`config.mk`:
```
export PLATFORM = sky130hd
export DESIGN_NAME = kronos_ifetch
export DESIGN_NICKNAME = d
export VERILOG_FILES = /design/src/rtl/kronos_ifetch.sv
export SDC_FILE = /design/constraint.sdc
export NUM_CORES = 1
export LEC_CHECK = 0
export ABC_CLOCK_PERIOD_IN_PS = 5250
export BUFFER_PORTS_ARGS = -buffer_cell sky130_fd_sc_hd__buf_2
export CAP_MARGIN = 20
export CORE_MARGIN = 8
export CORE_UTILIZATION = 45
export DETAILED_ROUTE_END_ITERATION = 16
export MAX_ROUTING_LAYER = met4
export PLACE_DENSITY = 0.67
export SYNTH_ARGS = -nofsm -noshare
export SYNTH_HDL_FRONTEND = slang
export SYNTH_SLANG_ARGS = --single-unit
```
`constraint.sdc`:
```
create_clock -name clk -period 5.25 [get_ports clk]
set_input_delay 1.575 -clock clk [delete_from_list [all_inputs] [get_ports clk]]
set_output_delay 1.575 -clock clk [all_outputs]
set_load 0.03 [all_outputs]
```
`src/rtl/kronos_ifetch.sv`:
```
// Kronos RV32I instruction fetch: single-outstanding word reads, one output
// register plus one skid entry, branch redirect with flush of in-flight data.

package kronos_pkg;
    typedef struct packed {
        logic [31:0] pc;
        logic [31:0] ir;
    } pipeIFID_t;
endpackage

// state    | meaning
// ST_REQ   | requesting instr_addr; instr_req low only in the first cycle after reset
// ST_HOLD  | output and skid both full, bus idle until decode frees a slot
// ST_DRAIN | flushed request still on the bus; its data is dropped, then fetch restarts at redirect_pc
module kronos_ifetch
    import kronos_pkg::*;
#(
    parameter logic [31:0] BOOT_ADDR = 32'h0
) (
    input  logic        clk,
    input  logic        rstz,
    output logic [31:0] instr_addr,
    output logic        instr_req,
    input  logic [31:0] instr_data,
    input  logic        instr_ack,
    input  logic [31:0] branch_target,
    input  logic        branch,
    output pipeIFID_t   fetch,
    output logic        fetch_vld,
    input  logic        fetch_rdy
);

    typedef enum logic [1:0] {
        ST_REQ   = 2'd0,
        ST_HOLD  = 2'd1,
        ST_DRAIN = 2'd2
    } state_t;

    localparam logic [31:0] BOOT_PC = {BOOT_ADDR[31:2], 2'b00};

    state_t      state;
    logic [31:0] skid_pc;
    logic [31:0] skid_ir;
    logic        skid_vld;
    logic [31:0] redirect_pc;

    logic        xfer;
    logic        slot_free;
    logic [31:0] target_pc;
    logic [31:0] pc_next;
    logic        unused_target_lsb;

    assign xfer              = instr_req & instr_ack;
    assign slot_free         = ~fetch_vld | fetch_rdy;
    assign target_pc         = {branch_target[31:2], 2'b00};
    assign pc_next           = instr_addr + 32'd4;
    assign unused_target_lsb = ^branch_target[1:0];

    always_ff @(posedge clk or negedge rstz) begin
        if (!rstz) begin
            state       <= ST_REQ;
            instr_req   <= 1'b0;
            instr_addr  <= BOOT_PC;
            fetch       <= '0;
            fetch_vld   <= 1'b0;
            skid_pc     <= '0;
            skid_ir     <= '0;
            skid_vld    <= 1'b0;
            redirect_pc <= BOOT_PC;
        end else if (branch) begin
            fetch_vld   <= 1'b0;
            skid_vld    <= 1'b0;
            redirect_pc <= target_pc;
            // A request still waiting for its ack cannot be withdrawn; let it finish in DRAIN.
            if (xfer || !instr_req) begin
                instr_addr <= target_pc;
                instr_req  <= 1'b1;
                state      <= ST_REQ;
            end else begin
                state <= ST_DRAIN;
            end
        end else begin
            unique case (state)
                ST_REQ: begin
                    instr_req <= 1'b1;
                    if (xfer) begin
                        instr_addr <= pc_next;
                        if (slot_free && !skid_vld) begin
                            fetch     <= {instr_addr, instr_data};
                            fetch_vld <= 1'b1;
                        end else begin
                            skid_pc   <= instr_addr;
                            skid_ir   <= instr_data;
                            skid_vld  <= 1'b1;
                            instr_req <= 1'b0;
                            state     <= ST_HOLD;
                        end
                    end else if (fetch_vld && fetch_rdy) begin
                        fetch_vld <= 1'b0;
                    end
                end
                ST_HOLD: begin
                    if (slot_free) begin
                        fetch     <= {skid_pc, skid_ir};
                        fetch_vld <= 1'b1;
                        skid_vld  <= 1'b0;
                        instr_req <= 1'b1;
                        state     <= ST_REQ;
                    end
                end
                ST_DRAIN: begin
                    if (fetch_vld && fetch_rdy) begin
                        fetch_vld <= 1'b0;
                    end
                    if (xfer) begin
                        instr_addr <= redirect_pc;
                        state      <= ST_REQ;
                    end
                end
                default: begin
                    state <= ST_REQ;
                end
            endcase
        end
    end

endmodule

```
==> summary.md, run 1 <==
| Metric | Value |
|---|---|
| Clk buf depth | 2 |
| Crit path from | fetch_rdy |
| Crit path max fanout | 24 |
| RSZ-0062 raised after global routing | no |
| CTS root buffer | clkbuf_16 |
| CP Data Arrival Time | 3.67 ns |
| Clk_lat worst skew | 0.44 ns |
| Io pins | 167 |
| Area contributors post-synth | dfrtp_1, mux2_2, mux2i_1, a21oi_2, nor2_1 |
| Fillcell total | 1871 |
| Post-Syn Instances | 828 |
| Required time of the critical path | 5.57 ns |
| Min Hold Slack | 0.5038 ns |
| Critical Path End | skid_pc[13] |
| Final slew viol count | 0 |
| Yosys warns | 0 |
| Initial Util | 45.16% |
| # rows | 53 |
| Crit path capture type | flop |
| Mapped cell area | 9373 µm² |
| CTS Sinks | 189 |
| Final min period | 3.349 ns |
| # hold bufs at CTS | 0 |
| Share of the synthesized area in the top cell type | 50.46% |
| Fin Setup TNS | 0 ns |
| Number of synthesized flops with an enable pin | 0 |
| Synth Area in XOR/XNOR | 0.7476% |
| Post-Synth Adder-Cell Area | 0.5340% |
| Final setup violation count | 0 |
| Internal reg-to-reg setup slack | 2.18 ns |
| CP Cell Sequence | buf_2, nor2b_1, o211ai_1, nor2_4, buf_4, mux2_2 |
| Area growth from synthesis to layout | 15.31% |
| Routability Congestion | 0.8117 |
| IO buf count | 160 |
| CP Class | in2reg |
| Slowest cell on crit path | nor2_4 |
| Total core area | 20760 µm² |
| Worst VDD drop | 0.0002866 V |
| CP Launch Type | input pin |
| Vias | 6641 |
| Final hold viol count | 0 |
| Clock slew at reported path FFs | 0.07 ns |
| Post-CTS setup buffers | 0 |
| Multiplexer share of the synthesized area | 16.51% |
| Stages on worst setup path | 6 |
| Wire length per cell | 17.69 µm |
| Total grt overflow | 0 |
| CP Buf/Inv Count | 2 |
| Fin nets | 1036 |
| Top Family by Delay on Critical Path | simple AND/OR/NAND/NOR gates |
| Reg-to-reg endpoint | fetch[28] |
| CTS tree | built |
| Compound-Gate Fraction of Synth Area | 15.46% |
| First-pass GRT wire length | 35910 µm |
| HPWL Detailed | 15530 µm |
| Fmax | 298.6 MHz |
| Post-synthesis simple-gate area fraction | 10.08% |
| DRC violations left | 0 |
| Count leader, synth | dfrtp_1 |
| Avg Inst Size Synth | 11.32 µm² |
| Top FF cell, synth | dfrtp_1 |
| Die width | 160.3 µm |
| Htree depth | 4 |
| Max Cap Violations | 0 |
| Number of synthesized register bits | 189 |
| Slowest stage delay, CP | 0.54 ns |
| Sequential-to-total area share from yosys stat | 50.46% |
| Via/cell ratio | 5.300 |
| Synth area leader | dfrtp_1 |
| Largest family of logic cells by synthesized area | multiplexers |
| Number of routed nets with antenna violations | 0 |
| Largest net degree at the start of global routing | 128 |
| Yosys cell types | 72 |
| CTS buffer count | 17 |
| Outcome | finished, final reports clean |
| WL final | 22170 µm |
| Post_cts resized | 0 |
| Worst Skew | 0.01223 ns |
| Global Route Usage Sum | 17.88% |
| Post-synth top cells | dfrtp_1, nor2_1, mux2_2, mux2i_1, a21oi_2 |
| Reg2Reg Launch Point | state[0] |
| Detailed Route Iter0 Violations | 506 |
| Power per cell area | 628.6 nW/µm² |
| Final Core Density | 52.07% |
| Worst slew pin tran | 1.088 ns |
| Worst R2R Path Depth | 8 |
| DIE AREA | 25700 µm² |
| Crit share post-route | 63.79% |
| Initial antenna violation count | 2 |
| Leakage | 4.735 nW |
| Slew headroom | 27.21% |
| Layout cells sized above 1 | 37.40% |
| Drt pass-1 iters | 7 |
| Vias in the first global route | 6648 |
| Ys async rst share | 100.0% |
| Die Height | 160.3 µm |
| Hold Path Class | reg2reg |
==> layer usage <==
metal | GRT usage (%) | vias up | share of wire, %
li1 | - | 3225 | -
met1 | 23.88 | 3217 | 48
met2 | 26.54 | 166 | 46
met3 | 3.609 | 33 | 4.3
met4 | 6.712 | 0 | 2.4
met5 | - | - | 0
==> worst min path at each step <==
stage | from | end | slack (ns) | cells after the start
after floorplan | redirect_pc[28] | redirect_pc[28] | 0.47 | 1
after global placement | redirect_pc[28] | redirect_pc[28] | 0.48 | 1
after detailed placement | redirect_pc[28] | redirect_pc[28] | 0.49 | 1
after CTS | redirect_pc[28] | redirect_pc[28] | 0.50 | 1
after global routing | skid_pc[24] | skid_pc[24] | 0.52 | 1
final | redirect_pc[28] | redirect_pc[28] | 0.50 | 1
==> power breakdown <==
part           leakage [nW]  total [mW]  internal (mW)  switching [mW]
logic                  2.17        2.96           1.07            1.89
registers              2.29        2.57           2.05           0.519
clock network         0.275        1.27          0.634           0.633
==> sequential cells by signal (all words and copies together) (netlist names) <==
| signal | cells |
|---|---|
| skid_pc | 30 |
| fetch | 62 |
| fetch_vld | 1 |
| instr_req | 1 |
| skid_vld | 1 |
| state | 2 |
| redirect_pc | 30 |
| instr_addr | 30 |
| skid_ir | 32 |
==> placed cells by master, fill, tap and decap left out, drive strengths merged, types with 3 or more instances in the layout <==
cell	netlist	final
a211oi	3	3
a21oi	88	88
a221oi	8	8
a22o	5	5
a22oi	4	4
a31oi	6	6
and2	3	3
and3	5	5
buf	37	173
clkbuf	24	18
clkinv	0	6
clkinvlp	0	3
conb	1	4
dfrtp	189	189
ha	4	4
inv	24	30
mux2	77	77
mux2i	68	68
nand2	45	45
nand3	10	10
nand4	10	10
nor2	97	97
nor2b	3	3
nor3	7	7
nor4	3	3
o211ai	6	6
o21ai	43	43
o22ai	8	8
or2	4	4
xnor2	4	4
xor2	4	4
==> cell type report <==
type | count | area, µm² | share of cell area, %
Sequential cell | 189 | 4730 | 43.76
Inverter | 24 | 92.59 | 0.8567
Antenna cell | 2 | 5.005 | 0.04631
Multi-Input combinational cell | 557 | 4094 | 37.88
Clock buffer | 17 | 425.4 | 3.936
Clock inverter | 15 | 157.7 | 1.459
Timing Repair Buffer | 174 | 959.7 | 8.879
Tap cell | 275 | 344.1 | 3.184
==> cell families (layout without fill, tap and decap cells) <==
kind of cell | count (synthesis) | after routing
AOI/OAI and AO/OA | 198 | 198
and+or+nand+nor | 198 | 198
DFF | 189 | 189
muxes | 145 | 145
buffers and inverters | 85 | 230
xor gates and xnor gates | 8 | 8
adders and majority gates | 4 | 4
other | 1 | 6
==> per-stage QoR <==
stage / area [µm²] / total power, mW / instances / worst slack, ns
after floorplan: 9384 / 4.755 / 831 / 2.153
after global placement: 10200 / 5.498 / 1218 / 1.448
after detailed placement: 10200 / 5.586 / 1218 / 1.411
after CTS: 10790 / 6.861 / 1250 / 1.871
after global routing: 10810 / 7.233 / 1253 / 1.763
final: 10810 / 6.793 / 1253 / 1.901
Note: power is estimated with default switching activity, not from simulation.
==> run 2, diff against run 1 <==
--- a/config.mk
+++ b/config.mk
@@ -5,14 +5,15 @@
 export SDC_FILE = /design/constraint.sdc
 export NUM_CORES = 1
 export LEC_CHECK = 0
-export ABC_CLOCK_PERIOD_IN_PS = 5250
+export ABC_AREA = 1
+export ABC_CLOCK_PERIOD_IN_PS = 3000
 export BUFFER_PORTS_ARGS = -buffer_cell sky130_fd_sc_hd__buf_2
 export CAP_MARGIN = 20
 export CORE_MARGIN = 8
 export CORE_UTILIZATION = 45
 export DETAILED_ROUTE_END_ITERATION = 16
 export MAX_ROUTING_LAYER = met4
-export PLACE_DENSITY = 0.67
+export PLACE_DENSITY = 0.69
 export SYNTH_ARGS = -nofsm -noshare
 export SYNTH_HDL_FRONTEND = slang
 export SYNTH_SLANG_ARGS = --single-unit
==> constraint.sdc (replaced) <==
create_clock -name clk -period 3 [get_ports clk]
set_input_delay 0.9 -clock clk [delete_from_list [all_inputs] [get_ports clk]]
set_output_delay 0.9 -clock clk [all_outputs]
set_load 0.03 [all_outputs]
==> summary.md, run 2 <==
| Metric | Value |
|---|---|
| Max Cap Violations | 0 (unchanged) |
| Post-CTS setup buffers | 0 (unchanged) |
| Placement Setup Slack | 0.5066 ns (-0.9043 ns) |
| Top Family by Delay on Critical Path | flip-flops |
| Die width | 156.9 µm (-2.2%) |
| Ys async rst share | 100.0% (unchanged) |
| Placed instance count | 1451 (+19%) |
| Final Core Density | 54.41% (+2.3 points) |
| Share of the synthesized area in the top cell type | 52.96% (+2.5 points) |
| Avg Inst Size Synth | 8.322 µm² (-26%) |
| Initial antenna violation count | 0 (-2) |
| Final instance area | 10590 µm² (-2.0%) |
| Detailed Route Iter0 Violations | 625 (+24%) |
| CTS buffer count | 17 (unchanged) |
| Sequential cell area | 4730 µm² (unchanged) |
| # hold bufs at CTS | 0 (unchanged) |
| HPWL Detailed | 16390 µm (+5.5%) |
| Count leader, synth | nand2_1 |
| Global Route Usage Sum | 20.32% (+2.4 points) |
| Final slew viol count | 0 (unchanged) |
| Critical Path End | instr_addr[27] |
| DRC violations left | 0 (unchanged) |
| WL final | 23830 µm (+7.5%) |
| Reg2Reg Launch Point | state[0] |
| CP Class | reg2out |
| Max reg flops | 62 (unchanged) |
| CP Cell Sequence | buf_2 |
| Number of routed nets with antenna violations | 0 (unchanged) |
| CTS tree | built |
| Reg with most FFs | fetch |
| Reg-to-reg endpoint | instr_addr[12] |
| Fin Setup TNS | 0 ns (unchanged) |
| Internal reg-to-reg setup slack | 0.86 ns (-1.32 ns) |
| Fin nets | 1278 (+23%) |
| Top Registers | fetch: 62 flops, skid_ir: 32 flops |
| Post-synth top cells | nand2_1, dfrtp_1, nor2_1, inv_1 |
| Leakage | 5.090 nW (+7.5%) |
| Setup ws final | 0.8445 ns (-1.057 ns) |
| Drt pass-1 iters | 6 (-1) |
| Crit path max fanout | 7 (-71%) |
| Post-synthesis simple-gate area fraction | 20.18% (+10 points) |
| Final setup violation count | 0 (unchanged) |
| Wire length per cell | 16.07 µm (-9.2%) |
| Top FF cell, synth | dfrtp_1 |
| First-pass GRT wire length | 38300 µm (+6.7%) |
| Area growth from synthesis to layout | 18.58% |
| Clock slew at reported path FFs | 0.08 ns (about the same) |
| Number of synthesized flops with an enable pin | 0 (unchanged) |
| Clk_lat worst skew | 0.44 ns (about the same) |
| Htree depth | 4 (unchanged) |
| Most frequent cells in the layout | nand2_1, dfrtp_1, buf_2 |
| Min Hold Slack | 0.4292 ns (-0.07463 ns) |
| Largest net degree at the start of global routing | 125 (-2.3%) |
| Yosys cell types | 31 (-57%) |
| Fmax | 463.9 MHz |
| Final hold viol count | 0 (unchanged) |
| # diodes | 0 (-2) |
| RSZ-0062 raised after global routing | no |
| CP Launch Type | flop |
| # rows | 51 (-3.8%) |
| Slowest stage delay, CP | 0.54 ns (about the same) |
| Total grt overflow | 0 (unchanged) |
| Total core area | 19460 µm² (-6.2%) |
| Hold Path Class | in2async |
| Crit share post-route | 71.85% |
| Final min period | 2.156 ns |
| Worst R2R Path Depth | 9 (+1) |
| Io pins | 167 (unchanged) |
| Worst slew pin tran | 1.030 ns (-0.05832 ns) |
| Total power | 12.02 mW (+77%) |
| Vias | 7618 (+15%) |
| Layout cells sized above 1 | 20.61% (-17 points) |
| Via/cell ratio | 5.137 (-3.1%) |
| Commonest non-fill, non-tap cell in the layout | nand2_1 |
| Clk buf depth | 2 (unchanged) |
| Required time of the critical path | 2.10 ns (-3.47 ns) |
| Largest family of logic cells by synthesized area | simple AND/OR/NAND/NOR gates |
| Worst Skew | 0.01332 ns (+0.001090 ns) |
| Die Height | 156.9 µm (-2.2%) |
| CTS root buffer | clkbuf_16 |
| IO buf count | 160 (unchanged) |
| Area contributors post-synth | dfrtp_1, nand2_1, nor2_1, a31oi_1, mux2_2 |
| Slew headroom | 31.25% (+4.0 points) |
| CP Buf/Inv Count | 1 (-1) |
| Vias in the first global route | 7244 (+9.0%) |
| Stages on worst setup path | 1 (-5) |
| Yosys warns | 0 (unchanged) |
| Synth Area in XOR/XNOR | 0.3923% (-0.36 points) |
| Fillcell total | 1820 (-2.7%) |
| CP Data Arrival Time | 1.26 ns (-2.41 ns) |
| DIE AREA | 24610 µm² (-4.3%) |
| Power per cell area | 1135 nW/µm² (+81%) |
| Crit path from | instr_addr[27] |
| Routability Congestion | 0.8462 (+4.3%) |
| Slowest cell on crit path | dfrtp_1 |
| Post-Syn Instances | 1073 (+30%) |
| Number of synthesized register bits | 189 (unchanged) |
| Outcome | finished, final reports clean |
| Sequential-to-total area share from yosys stat | 52.96% (+2.5 points) |
| Post_cts resized | 0 (unchanged) |
| Post-Synth Adder-Cell Area | 0.5605% (+0.026 points) |
| CTS Sinks | 189 (unchanged) |
| Multiplexer share of the synthesized area | 4.792% (-12 points) |
| Initial Util | 45.88% (+0.73 points) |
| Worst VDD drop | 0.0004940 V (+72%) |
| Combined area of the multi-input logic cells | 3632 µm² (-11%) |
| Mapped cell area | 8930 µm² (-4.7%) |
| Crit path capture type | output pin |
| Final cell count without fillers | 1483 (+18%) |
| Post-DP Area | 9950 µm² (-2.5%) |
| Compound-Gate Fraction of Synth Area | 14.38% (-1.1 points) |
| Synth area leader | dfrtp_1 |
[run 2: power breakdown]
group | leakage [nW] | internal [mW] | total, mW | switching, mW
registers | 2.24 | 3.60 | 4.46 | 0.869
clock network | 0.306 | 1.16 | 2.34 | 1.18
logic | 2.54 | 1.61 | 5.21 | 3.60
total | 5.09 | 6.36 | 12.0 | 5.65
[run 2: worst reg2reg max path, delay by kind of cell, from the launching register on]
kind,cells,cell delay (ns)
fa+ha+maj,1,0.26
buf+inv,4,1.01
simple gates,2,0.16
flops,1,0.38
compound gates,2,0.26
[run 2: cell families (layout without fill, tap and decap cells)]
group           Yosys count  in the layout
compound gates          232            232
other cells               1              4
flops                   189            189
xor+xnor                  4              4
buf+inv                 141            283
simple gates            464            464
mux                      38             38
fa+ha+maj                 4              4
[run 2: routing by layer]
layer  part of all wire (%)  vias up  global-route usage [%]
met5                      0        -                       -
li1                       -     3774                       -
met2                     44      241                   30.07
met3                    6.9       28                   4.247
met4                    1.4        0                   6.224
met1                     47     3575                   27.62
[run 2: how the worst min path moves through the flow]
stage / startpoint / end / slack, ns / cells after the start
6_report: rstz / fetch[57] / 0.43 / 1
5_1_grt: rstz / fetch[57] / 0.47 / 1
4_1_cts: rstz / skid_ir[3] / 0.45 / 1
3_5_place_dp: skid_pc[19] / skid_pc[19] / 0.47 / 2
3_3_place_gp: skid_pc[14] / skid_pc[14] / 0.47 / 2
2_1_floorplan: skid_pc[10] / skid_pc[10] / 0.45 / 2
[run 2: final cells by class]
cell class                 instances  share of cell area, %
sequential                       189                  44.67
multi-input combinational        746                  34.30
timing repair buffer             174                  9.134
clock buffer                      17                  4.017
tap                              265                  3.131
inverter                          77                  2.730
clock inverter                    15                  2.021
==> run 3, diff against run 2 <==
--- a/config.mk
+++ b/config.mk
@@ -6,14 +6,14 @@
 export NUM_CORES = 1
 export LEC_CHECK = 0
 export ABC_AREA = 1
-export ABC_CLOCK_PERIOD_IN_PS = 3000
+export ABC_CLOCK_PERIOD_IN_PS = 2000
 export BUFFER_PORTS_ARGS = -buffer_cell sky130_fd_sc_hd__buf_2
 export CAP_MARGIN = 20
 export CORE_MARGIN = 8
 export CORE_UTILIZATION = 45
 export DETAILED_ROUTE_END_ITERATION = 16
 export MAX_ROUTING_LAYER = met4
-export PLACE_DENSITY = 0.69
+export PLACE_DENSITY = 0.67
 export SYNTH_ARGS = -nofsm -noshare
 export SYNTH_HDL_FRONTEND = slang
 export SYNTH_SLANG_ARGS = --single-unit
==> constraint.sdc (replaced) <==
create_clock -name clk -period 2 [get_ports clk]
set_input_delay 0.6 -clock clk [delete_from_list [all_inputs] [get_ports clk]]
set_output_delay 0.6 -clock clk [all_outputs]
set_load 0.03 [all_outputs]
==> summary.md, run 3 (synthesis gave the netlist of run 2 again) <==
| Metric | Value |
|---|---|
| Final setup violation count | 0 (unchanged) |
| Initial Util | 45.88% (unchanged) |
| Internal reg-to-reg setup slack | 0.16 ns (-0.70 ns) |
| Global Route Usage Sum | 20.78% (+0.45 points) |
| Initial antenna violation count | 1 (+1) |
| Max reg flops | 62 (unchanged) |
| Setup ws final | 0.1561 ns (-0.6884 ns) |
| Leakage | 5.273 nW (+3.6%) |
| HPWL Detailed | 17340 µm (+5.8%) |
| Clk_lat worst skew | 0.43 ns (about the same) |
| Htree depth | 4 (unchanged) |
| Vias in the first global route | 7526 (+3.9%) |
| # rows | 51 (unchanged) |
| Hold Path Class | in2async |
| Fin Setup TNS | 0 ns (unchanged) |
| # hold bufs at CTS | 0 (unchanged) |
| Layout cells sized above 1 | 22.90% (+2.3 points) |
| Worst R2R Path Depth | 10 (+1) |
| Routability Congestion | 0.8993 (+6.3%) |
| Total core area | 19460 µm² (unchanged) |
| Via/cell ratio | 5.078 (-1.1%) |
| Io pins | 167 (unchanged) |
| Total grt overflow | 0 (unchanged) |
| DIE AREA | 24610 µm² (unchanged) |
| Critical Path End | fetch[15] |
| DRC violations left | 0 (unchanged) |
| Drt pass-1 iters | 5 (-1) |
| WL met3 | 1449 µm (-12%) |
| Required time of the critical path | 2.35 ns (+0.25 ns) |
| Slew headroom | 53.47% (+22 points) |
| Most frequent cells in the layout | nand2_1, dfrtp_1, buf_2 |
| First-pass GRT wire length | 39270 µm (+2.5%) |
| Final hold viol count | 0 (unchanged) |
| Crit path max fanout | 26 (+19) |
| Fmax | 542.3 MHz |
| RSZ-0062 raised after global routing | no |
| CP Launch Type | flop |
| CTS Sinks | 189 (unchanged) |
| Reg-to-reg endpoint | fetch[15] |
| Final min period | 1.844 ns |
| CP Class | reg2reg |
| Clock slew at reported path FFs | 0.08 ns (about the same) |
| Metal2 WL | 10960 µm (+3.7%) |
| Placement Setup Slack | 0.02716 ns (-0.4794 ns) |
| CTS root buffer | clkbuf_16 |
| Detailed Route Iter0 Violations | 569 (-9.0%) |
| Max Cap Violations | 0 (unchanged) |
| Top Metal Used | met4 |
| Vias | 7693 (+0.98%) |
| Fillcell total | 1805 (-0.82%) |
| CP Data Arrival Time | 2.19 ns (+0.93 ns) |
| Fin nets | 1309 (+2.4%) |
| Crit share post-route | 92.20% |
| Worst Skew | 0.008353 ns (-0.004967 ns) |
| Crit path from | state[0] |
| Largest net degree at the start of global routing | 99 (-21%) |
| Wire length on met1 | 11450 µm (+1.6%) |
| WL final | 24130 µm (+1.3%) |
| Die width | 156.9 µm (unchanged) |
| Outcome | finished, final reports clean |
| Final slew viol count | 0 (unchanged) |
| CTS tree | built |
| Wire length per cell | 15.93 µm (-0.87%) |
| Worst slew pin tran | 0.6980 ns (-0.3321 ns) |
| Reg2Reg Launch Point | state[0] |
| Area growth from synthesis to layout | 22.40% |
| Crit path capture type | flop |
| IO buf count | 160 (unchanged) |
| Number of routed nets with antenna violations | 0 (unchanged) |
| Commonest non-fill, non-tap cell in the layout | nand2_1 |
| Combined area of the multi-input logic cells | 3645 µm² (+0.34%) |
| Clk buf depth | 2 (unchanged) |
| Power per cell area | 1707 nW/µm² (+50%) |
| Top Registers | fetch: 62 flops, skid_ir: 32 flops |
| CTS buffer count | 17 (unchanged) |
| Sequential cell area | 4730 µm² (unchanged) |
| Reg with most FFs | fetch |
| Worst VDD drop | 0.0007211 V (+46%) |
| Die Height | 156.9 µm (unchanged) |
[run 3: cell type report]
| type | count | share of cell area (%) |
|---|---|---|
| diodes | 1 | 0.02289 |
| clock buffers | 17 | 3.892 |
| clock inverters | 15 | 1.786 |
| inverters | 77 | 2.644 |
| multi-input cells | 746 | 33.34 |
| flip-flops and latches | 189 | 43.27 |
| well taps | 265 | 3.033 |
| repair buffers | 205 | 12.01 |
[run 3: worst min-delay path by stage]
stage | startpoint | end | slack, ns
after floorplan | rstz | fetch[0] | 0.30
after global placement | skid_pc[10] | skid_pc[10] | 0.46
after detailed placement | skid_pc[2] | skid_pc[2] | 0.47
after CTS | rstz | fetch[23] | 0.06
after global routing | rstz | fetch[23] | 0.07
final | rstz | fetch[23] | 0.07
[run 3: power by group]
part           switching [mW]  internal, mW
clock                    1.57          2.02
sequential               1.14          5.40
combinational            5.69          2.85
[run 3: what timing repair did]
item,CTS,global route
gates resized for setup,0,5
setup endpoints to repair,0,21
buffers inserted,0,2
[run 3: metrics by stage]
stage	utilization, %	area (µm²)	hold slack, ns	total power, mW	cells
after CTS	56.01	10900	0.06065	18.77	1512
after detailed placement	52.82	10280	0.4729	15.14	1480
final	56.16	10930	0.06776	18.66	1515
after floorplan	-	8941	0.3044	12.01	1076
after global routing	56.16	10930	0.07474	19.96	1515
after global placement	52.82	10280	0.4647	14.94	1480
[run 3: worst max-delay path, cell delays in order, from the launching register on]
cell	delay (ns)
dfrtp_1	0.41
inv_2	0.09
ha_2	0.19
inv_1	0.07
nand2_1	0.12
nand4_1	0.14
a21oi_4	0.17
buf_12	0.18
buf_12	0.17
nor2_1	0.06
a31oi_1	0.15
[run 3: routing by layer]
| metal | GRT usage, % | up-vias |
|---|---|---|
| met5 | - | - |
| met4 | 5.538 | 0 |
| met3 | 3.944 | 17 |
| met2 | 32.14 | 215 |
| met1 | 27.62 | 3619 |
| li1 | - | 3842 |
